## src/rtl/clock_pkg.sv

```systemverilog
// Shared constants, BCD digit type and hour-sequencing helpers for the clock,
// alarm and display stages.
package clock_pkg;

  typedef logic [3:0] bcd_t;

  localparam bcd_t       BCD_ZERO       = 4'd0;
  localparam bcd_t       LSD_MAX        = 4'd9;
  localparam bcd_t       SEC_MAX_MSD    = 4'd5;
  localparam bcd_t       MIN_MAX_MSD    = 4'd5;
  localparam logic [7:0] HOUR_MAX       = 8'h12;
  localparam logic [7:0] HOUR_PM_TOGGLE = 8'h11;
  localparam logic [7:0] HOUR_WRAP_TO   = 8'h01;

  function automatic logic hour_legal(input logic [7:0] h);
    logic ok;
    if (h[7:4] == 4'd0) begin
      ok = (h[3:0] >= 4'd1) && (h[3:0] <= 4'd9);
    end else if (h[7:4] == 4'd1) begin
      ok = (h[3:0] <= 4'd2);
    end else begin
      ok = 1'b0;
    end
    return ok;
  endfunction

  // 12 -> 01 -> ... -> 11 -> 12; anything illegal recovers to 01
  function automatic logic [7:0] hour_next(input logic [7:0] h);
    logic [7:0] n;
    if (!hour_legal(h) || (h == HOUR_MAX)) begin
      n = HOUR_WRAP_TO;
    end else if (h[3:0] == LSD_MAX) begin
      n = {h[7:4] + 4'd1, BCD_ZERO};
    end else begin
      n = {h[7:4], h[3:0] + 4'd1};
    end
    return n;
  endfunction

endpackage

```

## src/rtl/clock_time_counter_bcd_digit.sv

```systemverilog
// Single BCD digit counter with terminal-value wrap, synchronous clear and
// carry-out; an out-of-range value wraps to zero on its next increment.
module bcd_digit
  import clock_pkg::*;
(
  input  logic clk,
  input  logic reset,
  input  bcd_t reset_val,
  input  logic inc,
  input  logic clr,
  input  bcd_t max_val,
  output bcd_t q,
  output logic carry
);

  bcd_t q_r;
  logic at_max_s;

  assign at_max_s = (q_r >= max_val);
  assign carry    = inc & ~clr & at_max_s;
  assign q        = q_r;

  // digit register: clear wins over increment
  always_ff @(posedge clk or posedge reset) begin
    if (reset) begin
      q_r <= reset_val;
    end else if (clr) begin
      q_r <= BCD_ZERO;
    end else if (inc) begin
      q_r <= at_max_s ? BCD_ZERO : (q_r + 4'd1);
    end else begin
      q_r <= q_r;
    end
  end

endmodule

```

## src/rtl/clock_time_counter.sv

```systemverilog
// 12-hour BCD HH:MM:SS time-of-day counter with AM/PM flag, minute tick and
// level-driven fast time-set for hours and minutes.
module clock_time_counter
  import clock_pkg::*;
#(
  parameter logic [7:0] RESET_HOURS = 8'h12,
  parameter logic       RESET_PM    = 1'b0
) (
  input  logic       clk_1hz,
  input  logic       reset,
  input  logic       en,
  input  logic       set_hours,
  input  logic       set_minutes,
  output logic       clock_pm,
  output logic [3:0] clock_hours_msd,
  output logic [3:0] clock_hours_lsd,
  output logic [3:0] clock_minutes_msd,
  output logic [3:0] clock_minutes_lsd,
  output logic [3:0] clock_seconds_msd,
  output logic [3:0] clock_seconds_lsd,
  output logic       minute_tick
);

  logic       run_s;
  logic       set_s;
  logic       sec_lsd_inc_s;
  logic       min_lsd_inc_s;
  logic       hour_step_s;
  logic       sec_lsd_carry_s;
  logic       sec_msd_carry_s;
  logic       min_lsd_carry_s;
  logic       min_msd_carry_s;
  bcd_t       sec_lsd_s;
  bcd_t       sec_msd_s;
  bcd_t       min_lsd_s;
  bcd_t       min_msd_s;
  logic [7:0] hours_r;
  logic       pm_r;
  logic       minute_tick_r;

  assign run_s = en & ~set_hours & ~set_minutes;
  assign set_s = en & (set_hours | set_minutes);

  // increment sources: natural carry chain in run mode, set inputs otherwise
  always_comb begin
    sec_lsd_inc_s = 1'b0;
    min_lsd_inc_s = 1'b0;
    hour_step_s   = 1'b0;
    if (run_s) begin
      sec_lsd_inc_s = 1'b1;
      min_lsd_inc_s = sec_msd_carry_s;
      hour_step_s   = min_msd_carry_s;
    end else if (en) begin
      min_lsd_inc_s = set_minutes;
      hour_step_s   = set_hours;
    end else begin
      sec_lsd_inc_s = 1'b0;
      min_lsd_inc_s = 1'b0;
      hour_step_s   = 1'b0;
    end
  end

  bcd_digit u_sec_lsd (
    .clk(clk_1hz), .reset(reset), .reset_val(BCD_ZERO), .inc(sec_lsd_inc_s),
    .clr(set_s), .max_val(LSD_MAX), .q(sec_lsd_s), .carry(sec_lsd_carry_s)
  );

  bcd_digit u_sec_msd (
    .clk(clk_1hz), .reset(reset), .reset_val(BCD_ZERO), .inc(sec_lsd_carry_s),
    .clr(set_s), .max_val(SEC_MAX_MSD), .q(sec_msd_s), .carry(sec_msd_carry_s)
  );

  // minute digits are never cleared; in set mode the msd carry is simply ignored
  bcd_digit u_min_lsd (
    .clk(clk_1hz), .reset(reset), .reset_val(BCD_ZERO), .inc(min_lsd_inc_s),
    .clr(1'b0), .max_val(LSD_MAX), .q(min_lsd_s), .carry(min_lsd_carry_s)
  );

  bcd_digit u_min_msd (
    .clk(clk_1hz), .reset(reset), .reset_val(BCD_ZERO), .inc(min_lsd_carry_s),
    .clr(1'b0), .max_val(MIN_MAX_MSD), .q(min_msd_s), .carry(min_msd_carry_s)
  );

  // hours and AM/PM flag; pm flips on the 11 -> 12 step in both run and set
  always_ff @(posedge clk_1hz or posedge reset) begin
    if (reset) begin
      hours_r <= RESET_HOURS;
      pm_r    <= RESET_PM;
    end else if (hour_step_s) begin
      hours_r <= hour_next(hours_r);
      pm_r    <= (hours_r == HOUR_PM_TOGGLE) ? ~pm_r : pm_r;
    end else begin
      hours_r <= hours_r;
      pm_r    <= pm_r;
    end
  end

  // minute tick marks the MM:00 produced by a natural seconds carry
  always_ff @(posedge clk_1hz or posedge reset) begin
    if (reset) begin
      minute_tick_r <= 1'b0;
    end else if (en) begin
      minute_tick_r <= run_s & sec_msd_carry_s;
    end else begin
      minute_tick_r <= minute_tick_r;
    end
  end

  assign clock_pm          = pm_r;
  assign clock_hours_msd   = hours_r[7:4];
  assign clock_hours_lsd   = hours_r[3:0];
  assign clock_minutes_msd = min_msd_s;
  assign clock_minutes_lsd = min_lsd_s;
  assign clock_seconds_msd = sec_msd_s;
  assign clock_seconds_lsd = sec_lsd_s;
  assign minute_tick       = minute_tick_r;

endmodule

```

## config.mk

```make
export PLATFORM = sky130hd
export DESIGN_NAME = clock_time_counter
export DESIGN_NICKNAME = d
export VERILOG_FILES = /design/src/rtl/clock_pkg.sv /design/src/rtl/clock_time_counter_bcd_digit.sv /design/src/rtl/clock_time_counter.sv
export SDC_FILE = /design/constraint.sdc
export NUM_CORES = 1
export LEC_CHECK = 0
export ABC_AREA = 1
export ABC_CLOCK_PERIOD_IN_PS = 1950
export CAP_MARGIN = 25
export CORE_MARGIN = 2
export CORE_UTILIZATION = 35
export DETAILED_ROUTE_END_ITERATION = 16
export HOLD_SLACK_MARGIN = 0.12
export PLACE_DENSITY_LB_ADDON = 0.25
export SETUP_SLACK_MARGIN = 0.02
export SLEW_MARGIN = 40
export SYNTH_ARGS = -nofsm -noshare
export SYNTH_HDL_FRONTEND = slang
export SYNTH_SLANG_ARGS = --single-unit
```

## constraint.sdc

```tcl
create_clock -name clk_1hz -period 1.95 [get_ports clk_1hz]
set_clock_uncertainty 0.15 [all_clocks]
set_input_delay 0.2925 -clock clk_1hz [delete_from_list [all_inputs] [get_ports clk_1hz]]
set_output_delay 0.2925 -clock clk_1hz [all_outputs]
set_load 0.02 [all_outputs]
```

==> impl_metrics.csv, run 1 <==
group,metric,value,unit
yosys,synthCells,187,
yosys,ys_ff_latch,26,
placed_design,dp_cells,284,
timing,relSlewSlack,72.9,%
global_routing,grt_max_degree,27,
placed_design,placed_cell_area,2030,um^2
timing,final.min_clock_period,1.89,ns
clock_network,cts_buffer_depth,2,
timing,hold_viol,0,
hold_path,hp-class,"primary input to async pin",
worst_setup_path,crit_path_end,"hours_r[6]$_DFFE_PP0P_",
clock_network,clock_latency,0.27,ns
worst_setup_path,end_kind,"flip-flop",
placed_design,hpwl,2400,um
worst_setup_path,crit_start,"u_sec_lsd.q[0]$_DFFE_PP0P_",
route,wl_per_cell,11.3,um
pwr,leakagePower,1.08,nW
die,dieWidth,70.6,um
die,initial_utilization,35.9,%
job,cap_viol_max_count,0,
yosys,avgSynthCellArea,8.30,um^2
route,totalWireLength,3320,um
final_layout,fin_area,2170,um^2
route,viasPerCell,4.72,
final_layout,syn_to_final_growth,39.8,%
final_layout,fin_cells,295,
timing,tns,0,ns
global_routing,grt_pass1_wl,5260,um
pwr,cellPowerDensity,1010,nW/um^2
clock_network,path_clk_slew,0.09,ns
clock_network,cts_sinks,26,
worst_setup_path,arrival,1.90,ns
route,ant_nets,0,
clock_network,root_buffer,"clkbuf_8",
route,drt_iter0_markers,74,
yosys,synth_fp_nets,207,
worst_setup_path,r2r_start,"u_sec_lsd.q[0]$_DFFE_PP0P_",
run_status,status,"complete, no violations",
clock_network,cts_tree,"built",
placed_design,port_buffers,30,
route,vias,1391,
global_routing,gr-total-overflow,0,
die,die_h,70.6,um
placed_design,place.gp.congestion,0.832,
yosys,synth_area,1550,um^2
final_layout,layout.nets,264,
timing,tightest_slew,0.402,ns
final_layout,nFillCells,451,
worst_setup_path,cp_max_fo,6,
global_routing,antenna_found_initial,0,
worst_setup_path,regToRegSetupSlack,0.06,ns
worst_setup_path,cp.required,1.96,ns
worst_setup_path,rr_worst_depth,10,
final_layout,layout_commonest_cell,"nand2_1",
pwr,irDropWorstVdd,578,uV
final_layout,diodes,0,
clock_network,cts_max_level,1,
yosys,synth_warnings,0,
route,drc,0,
final_layout,drive_above_1_share,20.2,%
clock_network,cts_made_buffers,3,
worst_setup_path,regToRegEndpoint,"hours_r[6]$_DFFE_PP0P_",
global_routing,track_usage,12.9,%
global_routing,grt_pass1_vias,1193,
timing,maxSlewViolCount,0,
timing,max_freq,0.529,GHz
worst_setup_path,path_class,"flip-flop to flip-flop",
timing,rsz0062_at_grt,"true",
worst_setup_path,start_kind,"flip-flop",
yosys,synth-seq-area-share,42.1,%
die,coreArea,4320,um^2
die,io_pins,31,
yosys,ys_types,25,
route,drt_pre_antenna_iters,4,
die,dieArea,4980,um^2
die,num_rows,24,
timing,min_period_over_period,97.0,%
timing,finalSetupViolCount,0,
timing,hold_ws,0.230,ns
final_layout,layout_common_cells,"nand2_1, clkdlybuf4s50_1, dfrtp_1",
final_layout,fin_util,50.1,%
## per-layer routing
metal,global-route usage (%),share of wire [%]
met5,0,0
met3,1.71,2.4
met2,20.0,48
met4,3.14,0.93
met1,19.2,48
## area by class of cell
type                    count  area (um^2)  area share, %
repair buffers             52          468           21.6
multi-input cells         133          828           38.2
well taps                  52         65.1           3.00
clock buffers               4         45.0           2.08
inverters                  28          108           4.96
flip-flops and latches     26          654           30.2
## stage by stage
stage / worst slack [ns] / power [W]
6_report: 0.0591 / 0.00219
3_5_place_dp: -0.0484 / 0.00182
3_3_place_gp: -0.0193 / 0.00181
4_1_cts: 0.0603 / 0.00213
2_1_floorplan: 0.0470 / 0.00139
5_1_grt: -0.0677 / 0.00237
## synth_stat cells, drive strengths merged
cell    instances  area, um^2
ha             15         188
inv            28         105
o22ai           3        18.8
a21oi           4        23.8
o31ai           2        15.0
a21boi          2        15.0
nor2           13        48.8
a41oi           1        8.76
dfrtp          24         601
nand3          17        90.1
nand4           5        31.3
xor2            3        26.3
nor3            4        31.3
dfstp           2        52.6
o21ai          13        65.1
buf             1        11.3
xnor2           4        35.0
nand2          46         185
## worst min path at each step
stage,end,from,slack [ns]
after CTS,u_min_lsd.q[0]$_DFFE_PP0N_,reset,0.24
after floorplan,clock_pm$_DFFE_PP0P_,reset,0.18
after detailed placement,u_min_msd.q[3]$_DFFE_PP0P_,u_min_msd.q[3]$_DFFE_PP0P_,0.36
after global routing,hours_r[6]$_DFFE_PP0P_,reset,0.26
after global placement,minute_tick$_DFFE_PP0P_,minute_tick$_DFFE_PP0P_,0.34
final,hours_r[5]$_DFFE_PP0P_,reset,0.23
## power by group
part | leakage [nW] | switching (W) | internal (W) | total, W
Clock | 0.0228 | 0.000166 | 0.000146 | 0.000312
Sequential | 0.340 | 0.000144 | 0.000669 | 0.000813
Combinational | 0.714 | 0.000589 | 0.000475 | 0.00106
## cell families (layout without fill, tap and decap cells)
| logic type | after synthesis | count (layout) | synth area share (%) |
|---|---|---|---|
| xor+xnor | 7 | 7 | 3.95 |
| flops | 26 | 26 | 42.1 |
| compound gates | 25 | 25 | 9.43 |
| fa+ha+maj | 15 | 15 | 12.1 |
| buf+inv | 29 | 84 | 7.50 |
| simple gates | 85 | 86 | 24.9 |
## sequential cells by signal, summed over array words and instances (netlist names)
register	flops
u_min_msd.q	4
u_sec_lsd.q	4
hours_r	8
u_min_lsd.q	4
minute_tick	1
u_sec_msd.q	4
clock_pm	1
## critical path, stage by stage, from the launching register on
cell     delay (ns)
dfrtp_1        0.44
inv_1          0.07
ha_2           0.18
a21oi_2        0.16
nand3_2        0.13
nand2_4        0.09
nand4_1        0.19
nand2_4        0.20
nand2_4        0.07
nand2_2        0.05
nand2_1        0.05
## timing repair
item                                    4_1_cts  5_1_grt
endpoints found under the setup margin        2       11
gates resized for setup                       2       24
hold endpoints to repair                      0        0
buffers inserted                              0        6
hold buffers                                  0        0
pin swaps                                     0        8
gates cloned                                  0        1
No activity file was read; power rests on OpenSTA's default activity.
==> run 2, diff against run 1 <==
--- a/config.mk
+++ b/config.mk
@@ -9,11 +9,12 @@
 export ABC_CLOCK_PERIOD_IN_PS = 1950
 export CAP_MARGIN = 25
 export CORE_MARGIN = 2
-export CORE_UTILIZATION = 35
+export CORE_UTILIZATION = 50
 export DETAILED_ROUTE_END_ITERATION = 16
 export HOLD_SLACK_MARGIN = 0.12
 export PLACE_DENSITY_LB_ADDON = 0.25
 export SETUP_SLACK_MARGIN = 0.02
+export SKIP_CTS_REPAIR_TIMING = 1
 export SLEW_MARGIN = 40
 export SYNTH_ARGS = -nofsm -noshare
 export SYNTH_HDL_FRONTEND = slang
==> impl_metrics.csv, run 2 (synthesized netlist as in run 1, its figures left out) <==
group,metric,value,unit
run_status,status,"complete, no violations",
final_layout,drive_above_1_share,22.5,%
worst_setup_path,cp_max_fo,5,
final_layout,diodes,0,
timing,maxSlewViolCount,0,
route,drt_iter0_markers,52,
die,dieArea,3560,um^2
route,wl_per_cell,13.4,um
timing,final.min_clock_period,1.87,ns
final_layout,largest_reg_flops,8,
timing,max_freq,0.535,GHz
placed_design,dpl_worst_slack,-0.0979,ns
worst_setup_path,cp.required,1.51,ns
final_layout,layout.nets,257,
final_layout,layout_common_cells,"nand2_1, dfrtp_1, inv_1, clkdlybuf4s50_1, nand3_1",
worst_setup_path,max_stage_delay,0.64,ns
clock_network,cts_tree,"built",
clock_network,clock_latency,0.32,ns
hold_path,hp-class,"primary input to async pin",
timing,finalSetupViolCount,0,
worst_setup_path,worst-path-buf-inv,1,
timing,relSlewSlack,77.0,%
route,viasPerCell,5.27,
clock_network,cts_max_level,1,
pwr,leakagePower,1.19,nW
clock_network,cts_made_buffers,3,
placed_design,hpwl,2450,um
pwr,finalPower,0.00231,W
die,initial_utilization,51.7,%
die,dieWidth,59.7,um
route,totalWireLength,3610,um
pwr,irDropWorstVdd,707,uV
timing,rsz0062_at_grt,"true",
timing,hold_ws,0.151,ns
placed_design,place.gp.congestion,0.857,
placed_design,placed_cell_area,1960,um^2
clock_network,cts_sinks,26,
global_routing,grt_pass1_wl,5730,um
timing,tightest_slew,0.341,ns
die,die_h,59.7,um
final_layout,layout_commonest_cell,"nand2_1",
die,io_pins,31,
clock_network,cts_buffer_depth,2,
global_routing,grt_max_degree,27,
route,drt_pre_antenna_iters,4,
final_layout,fin_util,72.3,%
worst_setup_path,start_kind,"flip-flop",
final_layout,top_register,"hours_r",
pwr,cellPowerDensity,1060,nW/um^2
global_routing,track_usage,21.2,%
global_routing,antenna_found_initial,0,
clock_network,root_buffer,"clkbuf_4",
job,cap_viol_max_count,0,
worst_setup_path,path_class,"flip-flop to output port",
final_layout,fin_area,2170,um^2
clock_network,path_clk_slew,0.15,ns
worst_setup_path,end_kind,"output port",
timing,hold_viol,0,
worst_setup_path,arrival,1.43,ns
worst_setup_path,critPathSlowestCell,"clkdlybuf4s50_1",
route,vias,1417,
route,drc,0,
worst_setup_path,path_cells,"clkdlybuf4s50_1",
global_routing,grt_pass1_vias,1321,
global_routing,gr-total-overflow,0,
timing,fin_ws,0.0822,ns
die,num_rows,20,
route,ant_nets,0,
timing,min_period_over_period,95.8,%
die,coreArea,3000,um^2
placed_design,port_buffers,30,
final_layout,syn_to_final_growth,39.9,%
worst_setup_path,cp_top_family,"buffers and inverters",
-- run 2: path summary, 6_finish.rpt --
path / startpoint / depth (start not counted) / end / slack [ns]
setup / recovery: u_min_msd.q[2]$_DFFE_PP0P_ / 1 / clock_minutes_msd[2] / 0.08
hold / removal: reset / 3 / u_sec_lsd.q[3]$_DFFE_PP0P_ / 0.15
setup reg to reg: u_sec_msd.q[0]$_DFFE_PP0P_ / 13 / hours_r[5]$_DFFE_PP0P_ / 0.09
hold reg to reg: hours_r[1]$_DFFE_PP1P_ / 2 / hours_r[1]$_DFFE_PP1P_ / 0.38
max in group asynchronous: reset / 3 / hours_r[4]$_DFFE_PP1P_ / 1.20
min in group clk_1hz: hours_r[1]$_DFFE_PP1P_ / 2 / hours_r[1]$_DFFE_PP1P_ / 0.38
-- run 2: layer usage --
layer	up-vias	GRT usage, %	part of all wire (%)
li1	706	-	-
met1	668	27.8	45
met2	33	34.6	49
met3	10	3.46	3.7
met4	0	8.57	2.6
met5	-	0	0
-- run 2: report_power, final --
| group | internal, W | switching (W) |
|---|---|---|
| registers | 0.000668 | 0.000162 |
| clock network | 0.000208 | 0.000168 |
| logic | 0.000472 | 0.000632 |
| total | 0.00135 | 0.000963 |
-- run 2: through the flow --
stage	setup TNS (ns)	cells
finish	0	269
global route	-0.145	269
CTS	-0.978	263
detailed placement	-0.505	259
global placement	-0.00580	259
floorplan	0	187
-- run 2: final cells by class --
class                      instances  area [um^2]
clock buffer                       3         22.5
clock inverter                     1         30.0
fill                             242          832
inverter                          28          108
multi-input combinational        133          870
sequential                        26          656
tap                               33         41.3
timing repair buffer              45          444
